[src/rtl/ir_prefetch_queue.sv]
// Instruction register fed by an in-order prefetch FIFO, with a bypass path
// straight from fetch into the IR when the queue is empty.
module ir_prefetch_queue #(
  parameter int unsigned WIDTH = 16,
  parameter int unsigned DEPTH = 4
) (
  input  logic                       clk,
  input  logic                       rst_n,
  input  logic                       flush_in,
  input  logic                       fetch_valid_in,
  input  logic [WIDTH-1:0]           fetch_ins_in,
  output logic                       fetch_ready_out,
  input  logic                       il_in,
  output logic [WIDTH-1:0]           ins_out,
  output logic                       ir_valid_out,
  output logic                       stall_out,
  output logic [WIDTH-1:0]           ia_out,
  output logic [WIDTH-1:0]           iv_out,
  output logic [$clog2(DEPTH+1)-1:0] count_out
);

  localparam int unsigned PtrW = $clog2(DEPTH);
  localparam int unsigned CntW = $clog2(DEPTH + 1);
  localparam logic [CntW-1:0] CntFull = CntW'(DEPTH);

  logic [WIDTH-1:0] mem_q [DEPTH];
  logic [WIDTH-1:0] mem_d [DEPTH];
  logic [PtrW-1:0]  wr_ptr_q, wr_ptr_d;
  logic [PtrW-1:0]  rd_ptr_q, rd_ptr_d;
  logic [CntW-1:0]  count_q, count_d;
  logic [WIDTH-1:0] ir_q, ir_d;
  logic             ir_valid_q, ir_valid_d;

  logic empty;
  logic push;
  logic bypass;
  logic wr_en;
  logic rd_en;

  assign empty           = (count_q == '0);
  assign fetch_ready_out = (count_q < CntFull) && !flush_in;
  assign push            = fetch_valid_in && fetch_ready_out;
  // An empty queue hands the fetched word straight to the IR instead of storing it.
  assign bypass          = il_in && !flush_in && empty && push;
  assign wr_en           = push && !bypass;
  assign rd_en           = il_in && !flush_in && !empty;
  assign stall_out       = il_in && empty && !push && !flush_in;

  always_comb begin
    mem_d      = mem_q;
    wr_ptr_d   = wr_ptr_q;
    rd_ptr_d   = rd_ptr_q;
    count_d    = count_q;
    ir_d       = ir_q;
    ir_valid_d = ir_valid_q;

    if (wr_en) begin
      mem_d[wr_ptr_q] = fetch_ins_in;
      wr_ptr_d        = wr_ptr_q + PtrW'(1);
    end
    if (rd_en) begin
      rd_ptr_d = rd_ptr_q + PtrW'(1);
    end

    unique case ({wr_en, rd_en})
      2'b10:   count_d = count_q + CntW'(1);
      2'b01:   count_d = count_q - CntW'(1);
      default: count_d = count_q;
    endcase

    if (il_in && !flush_in) begin
      if (!empty) begin
        ir_d       = mem_q[rd_ptr_q];
        ir_valid_d = 1'b1;
      end else if (push) begin
        ir_d       = fetch_ins_in;
        ir_valid_d = 1'b1;
      end else begin
        ir_valid_d = 1'b0;
      end
    end

    // Flush wins over everything; IR contents are kept, only validity drops.
    if (flush_in) begin
      wr_ptr_d   = '0;
      rd_ptr_d   = '0;
      count_d    = '0;
      ir_valid_d = 1'b0;
    end
  end

  always_ff @(posedge clk or negedge rst_n) begin
    if (!rst_n) begin
      wr_ptr_q   <= '0;
      rd_ptr_q   <= '0;
      count_q    <= '0;
      ir_q       <= '0;
      ir_valid_q <= 1'b0;
    end else begin
      wr_ptr_q   <= wr_ptr_d;
      rd_ptr_q   <= rd_ptr_d;
      count_q    <= count_d;
      ir_q       <= ir_d;
      ir_valid_q <= ir_valid_d;
    end
  end

  // Storage needs no reset: count gates every read.
  always_ff @(posedge clk) begin
    mem_q <= mem_d;
  end

  assign ins_out      = ir_q;
  assign ir_valid_out = ir_valid_q;
  assign count_out    = count_q;
  assign ia_out       = {{(WIDTH-6){ir_q[8]}}, ir_q[8:6], ir_q[2:0]};
  assign iv_out       = {{(WIDTH-3){1'b0}}, ir_q[2:0]};

endmodule

[config.mk]
export PLATFORM = sky130hd
export DESIGN_NAME = ir_prefetch_queue
export DESIGN_NICKNAME = d
export VERILOG_FILES = /design/src/rtl/ir_prefetch_queue.sv
export SDC_FILE = /design/constraint.sdc
export NUM_CORES = 1
export LEC_CHECK = 0
export ABC_AREA = 1
export BUFFER_PORTS_ARGS = -buffer_cell sky130_fd_sc_hd__buf_2
export CAP_MARGIN = 20
export CORE_MARGIN = 4
export CORE_UTILIZATION = 25
export DETAILED_ROUTE_END_ITERATION = 8
export HOLD_SLACK_MARGIN = 0.1
export SETUP_SLACK_MARGIN = 0.1
export SLEW_MARGIN = 20
export SYNTH_ARGS = -nofsm -noshare
export SYNTH_HDL_FRONTEND = slang
export SYNTH_SLANG_ARGS = --single-unit
[constraint.sdc]
create_clock -name clk -period 5.4 [get_ports clk]
set_input_delay 1.35 -clock clk [delete_from_list [all_inputs] [get_ports clk]]
set_output_delay 1.35 -clock clk [all_outputs]
set_load 0.03 [all_outputs]
==> results of run 1 <==
through the flow:
stage	power [uW]	area [sq um]	hold WS [ns]	utilization [%]
finish	2020	4790	0.478	29.0
global route	2130	4790	0.500	29.0
CTS	2050	4790	0.481	29.0
detailed placement	1430	4500	0.464	27.2
global placement	1430	4500	0.463	27.2
floorplan	1360	4240	0.475	-
report_power, final:
| part | switching (uW) | internal, uW | total, uW |
|---|---|---|---|
| combinational | 414 | 150 | 564 |
| sequential | 52.8 | 796 | 849 |
| clock | 251 | 358 | 609 |
| total | 717 | 1300 | 2020 |
cell usage in the layout, fill, tap and decap left out, drive strengths merged:
| cell | count |
|---|---|
| edfxtp | 64 |
| a21oi | 1 |
| conb | 13 |
| a31oi | 1 |
| clkinv | 1 |
| buf | 66 |
| fa | 1 |
| bufinv | 1 |
| o21ai | 5 |
| o211ai | 16 |
| dfrtp | 24 |
| nor2 | 39 |
| nor4 | 1 |
| or2 | 16 |
| o22ai | 1 |
| clkinvlp | 3 |
| nand2 | 105 |
| nand4 | 1 |
| inv | 49 |
| ha | 4 |
| nand3 | 36 |
| clkbuf | 11 |
sequential cells by signal (all words and copies together) (netlist names):
signal        flops
count_out         3
wr_ptr_q          2
mem_q            64
rd_ptr_q          2
ins_out          16
ir_valid_out      1
final cells by class:
class                           instances  area share (%)
Inverter                               49            3.95
Timing Repair Buffer                   66            7.16
Clock buffer                           11            4.86
Sequential cell                        88            52.7
Multi-Input combinational cell        240            24.4
Tap cell                              220            5.75
Clock inverter                          5            1.20
cell families (layout without fill, tap and decap cells):
group / count (synthesis) / after routing / share of synthesized area, %
AOI/OAI and AO/OA: 24 / 24 / 3.97
adders and majority gates: 5 / 5 / 1.67
buffers and inverters: 99 / 131 / 13.1
DFF: 88 / 88 / 60.1
other: 1 / 13 / 0.0894
and+or+nand+nor: 198 / 198 / 21.0
worst paths after layout:
| check | start | endpoint | slack (ns) | cells past startpoint |
|---|---|---|---|---|
| worst min-delay path | ins_out[3]$_DFFE_PN0P_ | ins_out[3]$_DFFE_PN0P_ | 0.48 | 2 |
| worst max-delay path | flush_in | stall_out | 1.85 | 6 |
| worst min register to register | ins_out[3]$_DFFE_PN0P_ | ins_out[3]$_DFFE_PN0P_ | 0.48 | 2 |
| worst max register to register | count_out[2]$_DFFE_PN0P_ | mem_q[57]$_DFFE_PP_ | 2.96 | 5 |
| min in group asynchronous | rst_n | ins_out[7]$_DFFE_PN0P_ | 1.03 | 1 |
| max in group asynchronous | rst_n | rd_ptr_q[0]$_DFFE_PN0P_ | 3.93 | 1 |
metal layers:
metal	up-vias	track usage [%]	wire, microns
met1	1289	10.7	3630
met2	54	15.3	4200
met4	0	5.16	283
met3	21	2.56	376
li1	1375	-	-
met5	-	0	0
worst max-delay path: stages:
cell     delay, ns
buf_2         0.21
nor2_4        0.07
nand2_2       0.10
inv_4         0.06
nor4_1        0.17
buf_2         0.25
==> flow_summary_export.csv, run 1 <==
group,metric,value,unit
outcome,outcome,"complete, no violations",
floorplan,fp.dieW,138,microns
synthesis,synth_common_cells,"100 x nand2_1, 64 x edfxtp_1, 45 x inv_1",
sta,hold_viol,0,
synthesis,synth_cell_types,31,
cts,clock-sinks,88,
synthesis,synth_top_cell_by_area,"edfxtp_1",
global_route,overflow,0,
finish,nFillCells,1692,
synthesis,syn_area,0.00419,sq mm
place,dp_cells,663,
global_route,grt_max_degree,39,
cts,cts_tree,"built",
sta,fmax,281,MHz
synthesis,ys_warn_count,0,
sta,skew,0.00820,ns
synthesis,synth.most_common_cell,"nand2_1",
floorplan,coreArea,0.0165,sq mm
finish,multi_input_area,0.00117,sq mm
drt,first_pass_iters,4,
worst_setup_path,critical_path_arrival,2.20,ns
cts,numCtsBuffers,9,
cts,htreeDepth,3,
sta,setup_tns,0,ns
power_and_ir_drop,powerDensity,422,mW/mm^2
cts,postCtsHoldBufs,0,
synthesis,ys_ff_latch,88,
worst_setup_path,cp-end-kind,"output port",
floorplan,fp-row-count,47,
sta,worstMarginPinSlew,1.07,ns
finish,syn_to_final_growth,14.2,%
sta,slew_headroom,28.7,%
drt,wl,8.49,mm
finish,instances_no_fill,679,
synthesis,synthCells,415,
sta,period_needed,3.55,ns
cts,clock_latency,0.34,ns
worst_setup_path,worstPathRequired,4.05,ns
place,portBuffers,61,
floorplan,io_pins,75,
synthesis,synth.top_cell.area_share,45.8,%
global_route,grt_pass1_wl,13.4,mm
cts,path_clk_slew,0.06,ns
drt,vias,2739,
cts,clock_path_buffers,2,
power_and_ir_drop,ir_drop,0.000115,V
cts,cts-resized-gates,0,
worst_setup_path,startpoint_type,"input pin",
sta,setup_violations,0,
drt,first_iter_violations,146,
synthesis,synth_flop_cell,"edfxtp_1",
synthesis,yosysSeqAreaShare,60.1,%
floorplan,fp.dieH,138,microns
finish,fin_nets,480,
drt,viasPerCell,4.03,
cts,postCtsSetupRepairBufs,0,
sta,rsz0062_at_grt,"false",
finish,final_layout_size_suffix_gt1_share,22.4,%
floorplan,dieArea,0.0189,sq mm
flow_run,cap_violations,0,
place,dp_hpwl,5.85,mm
worst_hold_path,hp-class,"reg2reg",
worst_setup_path,cp_max_fo,8,
finish,n_antenna_cell,0,
synthesis,async_flop_share,27.3,%
place,place_ws,1.86,ns
worst_setup_path,crit_type,"in2out",
global_route,antenna_found_initial,0,
drt,drc,0,
sta,fin_ws,1.85,ns
global_route,grt_util_all_layers,9.20,%
synthesis,synth-edff-count,64,
finish,seqCellArea,0.00252,sq mm
synthesis,avgSynthCellArea,10.1,sq um
drt,drtAntennaViolNets,0,
floorplan,start_util,25.4,%
place,gp_congestion,0.767,
cts,cts-root-buf,"clkbuf_16",
drt,routedWlPerCell,12.5,microns
sta,finalMaxSlewViolations,0,
sta,fin_crit_sh,65.8,%
global_route,grt_pass1_vias,2679,
power_and_ir_drop,p_leak,0.00205,uW
synthesis,synthTopCellsByArea,"edfxtp_1 46%, dfrtp_1 14%, nand2_1 8.9%, buf_4 5.7%, nand3_1 4.3%",
Note: power is estimated with default switching activity, not from simulation.
==> inputs of run 2 (changes only) <==
- clock period: 5.4 -> 3.6 ns (I/O delays scaled with it)
==> run 2 against run 1 <==
  * First-iteration DRC count grew 3.4%
  * Hold slack got worse by 0.0039 ns
  * Final cell count did not move
  * Non-clock buffer count stayed put
  * Sequential cell count stayed put
  * Register-to-register slack worse by 1.4 ns
  * Critical path type unchanged
  * Clock power grew 45%
  * Sequential share of layout area grew 0.12 points
  * Largest power group unchanged
  * Wire length decreased by 0.66%
  * Global-route usage fell by 0.072 points
  * Die area unchanged
  * Largest cell class unchanged
==> flow_summary_export.csv, run 2 (synthesized netlist as in run 1, its figures left out) <==
group,metric,value,unit
outcome,outcome,"complete, no violations",
sta,finalMaxSlewViolations,0,
drt,first_iter_violations,151,
cts,cts-root-buf,"clkbuf_16",
sta,period_needed,2.71,ns
finish,n_antenna_cell,0,
place,gp_congestion,0.760,
power_and_ir_drop,p_leak,0.00206,uW
floorplan,coreArea,0.0165,sq mm
sta,worstMarginPinSlew,1.05,ns
finish,fin_nets,480,
flow_run,cap_violations,0,
finish,multi_input_area,0.00117,sq mm
power_and_ir_drop,switchingPower,1050,uW
sta,fin_crit_sh,75.4,%
cts,clock_latency,0.33,ns
cts,clock-sinks,88,
power_and_ir_drop,powerDensity,628,mW/mm^2
finish,syn_to_final_growth,14.0,%
worst_setup_path,critPathLaunch,"flush_in",
finish,final_layout_size_suffix_gt1_share,22.2,%
power_and_ir_drop,p_clk_share,29.4,%
cts,cts_tree,"built",
sta,rsz0062_at_grt,"false",
global_route,grt_util_all_layers,9.13,%
global_route,antenna_found_initial,0,
global_route,overflow,0,
power_and_ir_drop,p_comb_share,27.8,%
cts,clock_path_buffers,2,
finish,largest_reg_flops,64,
finish,nFillCells,1664,
place,dp_hpwl,5.58,mm
global_route,grt_max_degree,69,
place,portBuffers,61,
sta,slew_headroom,30.2,%
power_and_ir_drop,seqPwrFrac,42.9,%
sta,skew,0.00603,ns
power_and_ir_drop,swShare,34.9,%
sta,setup_tns,0,ns
worst_setup_path,cp_num_buf_inv,3,
finish,layout_common_cells,"100 x nand2_1, 64 x edfxtp_1, 61 x buf_2, 45 x inv_1",
worst_setup_path,critPathMaxStageDelay,0.26,ns
worst_setup_path,cp_max_fo,8,
finish,largest-register,"mem_q",
global_route,grt_pass1_vias,2617,
cts,path_clk_slew,0.06,ns
cts,postCtsSetupRepairBufs,0,
worst_setup_path,path_cells,"buf_2, nor2_4, nand2_2, inv_4, nor4_1, buf_2",
drt,viasPerCell,3.95,
drt,vias,2681,
drt,drtAntennaViolNets,0,
finish,final_common_cell,"nand2_1",
worst_setup_path,cp-end-kind,"output port",
global_route,grt_pass1_wl,13.3,mm
drt,wl,8.44,mm
cts,numCtsBuffers,9,
floorplan,fp-row-count,47,
finish,seqCellArea,0.00253,sq mm
worst_setup_path,reg2reg_from,"count_out[0]$_DFFE_PN0P_",
drt,drc,0,
sta,hold_viol,0,
worst_setup_path,startpoint_type,"input pin",
worst_setup_path,critical_path_arrival,1.81,ns
worst_setup_path,crit_path_frequent_cell,"buf_2",
drt,routedWlPerCell,12.4,microns
drt,first_pass_iters,4,
floorplan,io_pins,75,
floorplan,fp.dieW,138,microns
floorplan,start_util,25.4,%
worst_hold_path,hold_path.startpoint,"ins_out[5]$_DFFE_PN0P_",
worst_setup_path,crit_path_top_delay_cell,"buf_2",
cts,postCtsHoldBufs,0,
power_and_ir_drop,totalPowerFinal,3000,uW
power_and_ir_drop,ir_drop,0.000187,V
sta,setup_violations,0,
power_and_ir_drop,p_int,1960,uW
sta,fmax,369,MHz
worst_setup_path,worstPathRequired,2.70,ns
cts,htreeDepth,3,
worst_hold_path,hp-class,"reg2reg",
floorplan,dieArea,0.0189,sq mm
cts,cts-resized-gates,0,
worst_setup_path,crit_type,"in2out",
floorplan,fp.dieH,138,microns
worst_setup_path,cp_top_family,"buffers and inverters",
==> run 2: changes by cell type in the layout (fill, tap and decap cells not counted) <==
cell	change
dfrtp_2	-1
clkbuf_1	+1
clkinvlp_4	-3
dfrtp_4	+1
clkinv_2	+2
==> run 2: cell type report <==
| class | count | share of cell area (%) |
|---|---|---|
| Clock buffer | 12 | 4.95 |
| Sequential cell | 88 | 52.8 |
| Timing Repair Buffer | 66 | 7.17 |
| Clock inverter | 4 | 0.942 |
| Inverter | 49 | 3.95 |
| Multi-Input combinational cell | 240 | 24.4 |
| Tap cell | 220 | 5.76 |
==> run 2: worst reg2reg max path, cell delays in order (launching register included) <==
cell,delay (ns)
dfrtp_1,0.44
nor2_2,0.14
nand2_2,0.05
buf_4,0.25
nand3_1,0.20
inv_1,0.07
fa_1,0.39
inv_1,0.07
nand2_1,0.04
nand2_1,0.07
inv_1,0.04
nand2_1,0.05
nand2_1,0.05
nand2_1,0.06
nand2_1,0.04
==> run 2: metrics by stage <==
stage	setup WS, ns	hold slack (ns)	instance area, sq um	cells	utilization (%)
6_report	0.887	0.474	4780	679	28.9
4_1_cts	0.953	0.477	4780	679	28.9
3_5_place_dp	0.961	0.460	4500	663	27.2
3_3_place_gp	0.939	0.462	4500	663	27.2
5_1_grt	0.865	0.500	4780	679	28.9
2_1_floorplan	0.538	0.475	4240	427	-
==> run 2: routing by layer <==
layer | GRT usage (%) | vias up | share of wire [%]
li1 | - | 1377 | -
met1 | 10.8 | 1235 | 42
met2 | 15.5 | 61 | 52
met3 | 3.07 | 8 | 5.8
met4 | 3.27 | 0 | 0.97
met5 | 0 | - | 0
==> run 2: power groups by stage <==
stage | sequential (uW) | combinational [uW] | clock, uW
after floorplan | 1440 | 605 | 0
after global placement | 1300 | 838 | 0
after detailed placement | 1310 | 845 | 0
after CTS | 1290 | 848 | 904
after global routing | 1310 | 907 | 946
final | 1290 | 834 | 882
==> run 2: worst paths after layout <==
path | end | slack, ns | depth (start not counted)
worst max register to register | count_out[2]$_DFFE_PN0P_ | 1.54 | 14
max in group asynchronous | rd_ptr_q[0]$_DFFE_PN0P_ | 2.56 | 1
min in group asynchronous | ins_out[6]$_DFFE_PN0P_ | 0.58 | 1
worst min-delay path | ins_out[5]$_DFFE_PN0P_ | 0.47 | 2
worst max-delay path | stall_out | 0.89 | 6
worst min register to register | ins_out[5]$_DFFE_PN0P_ | 0.47 | 2
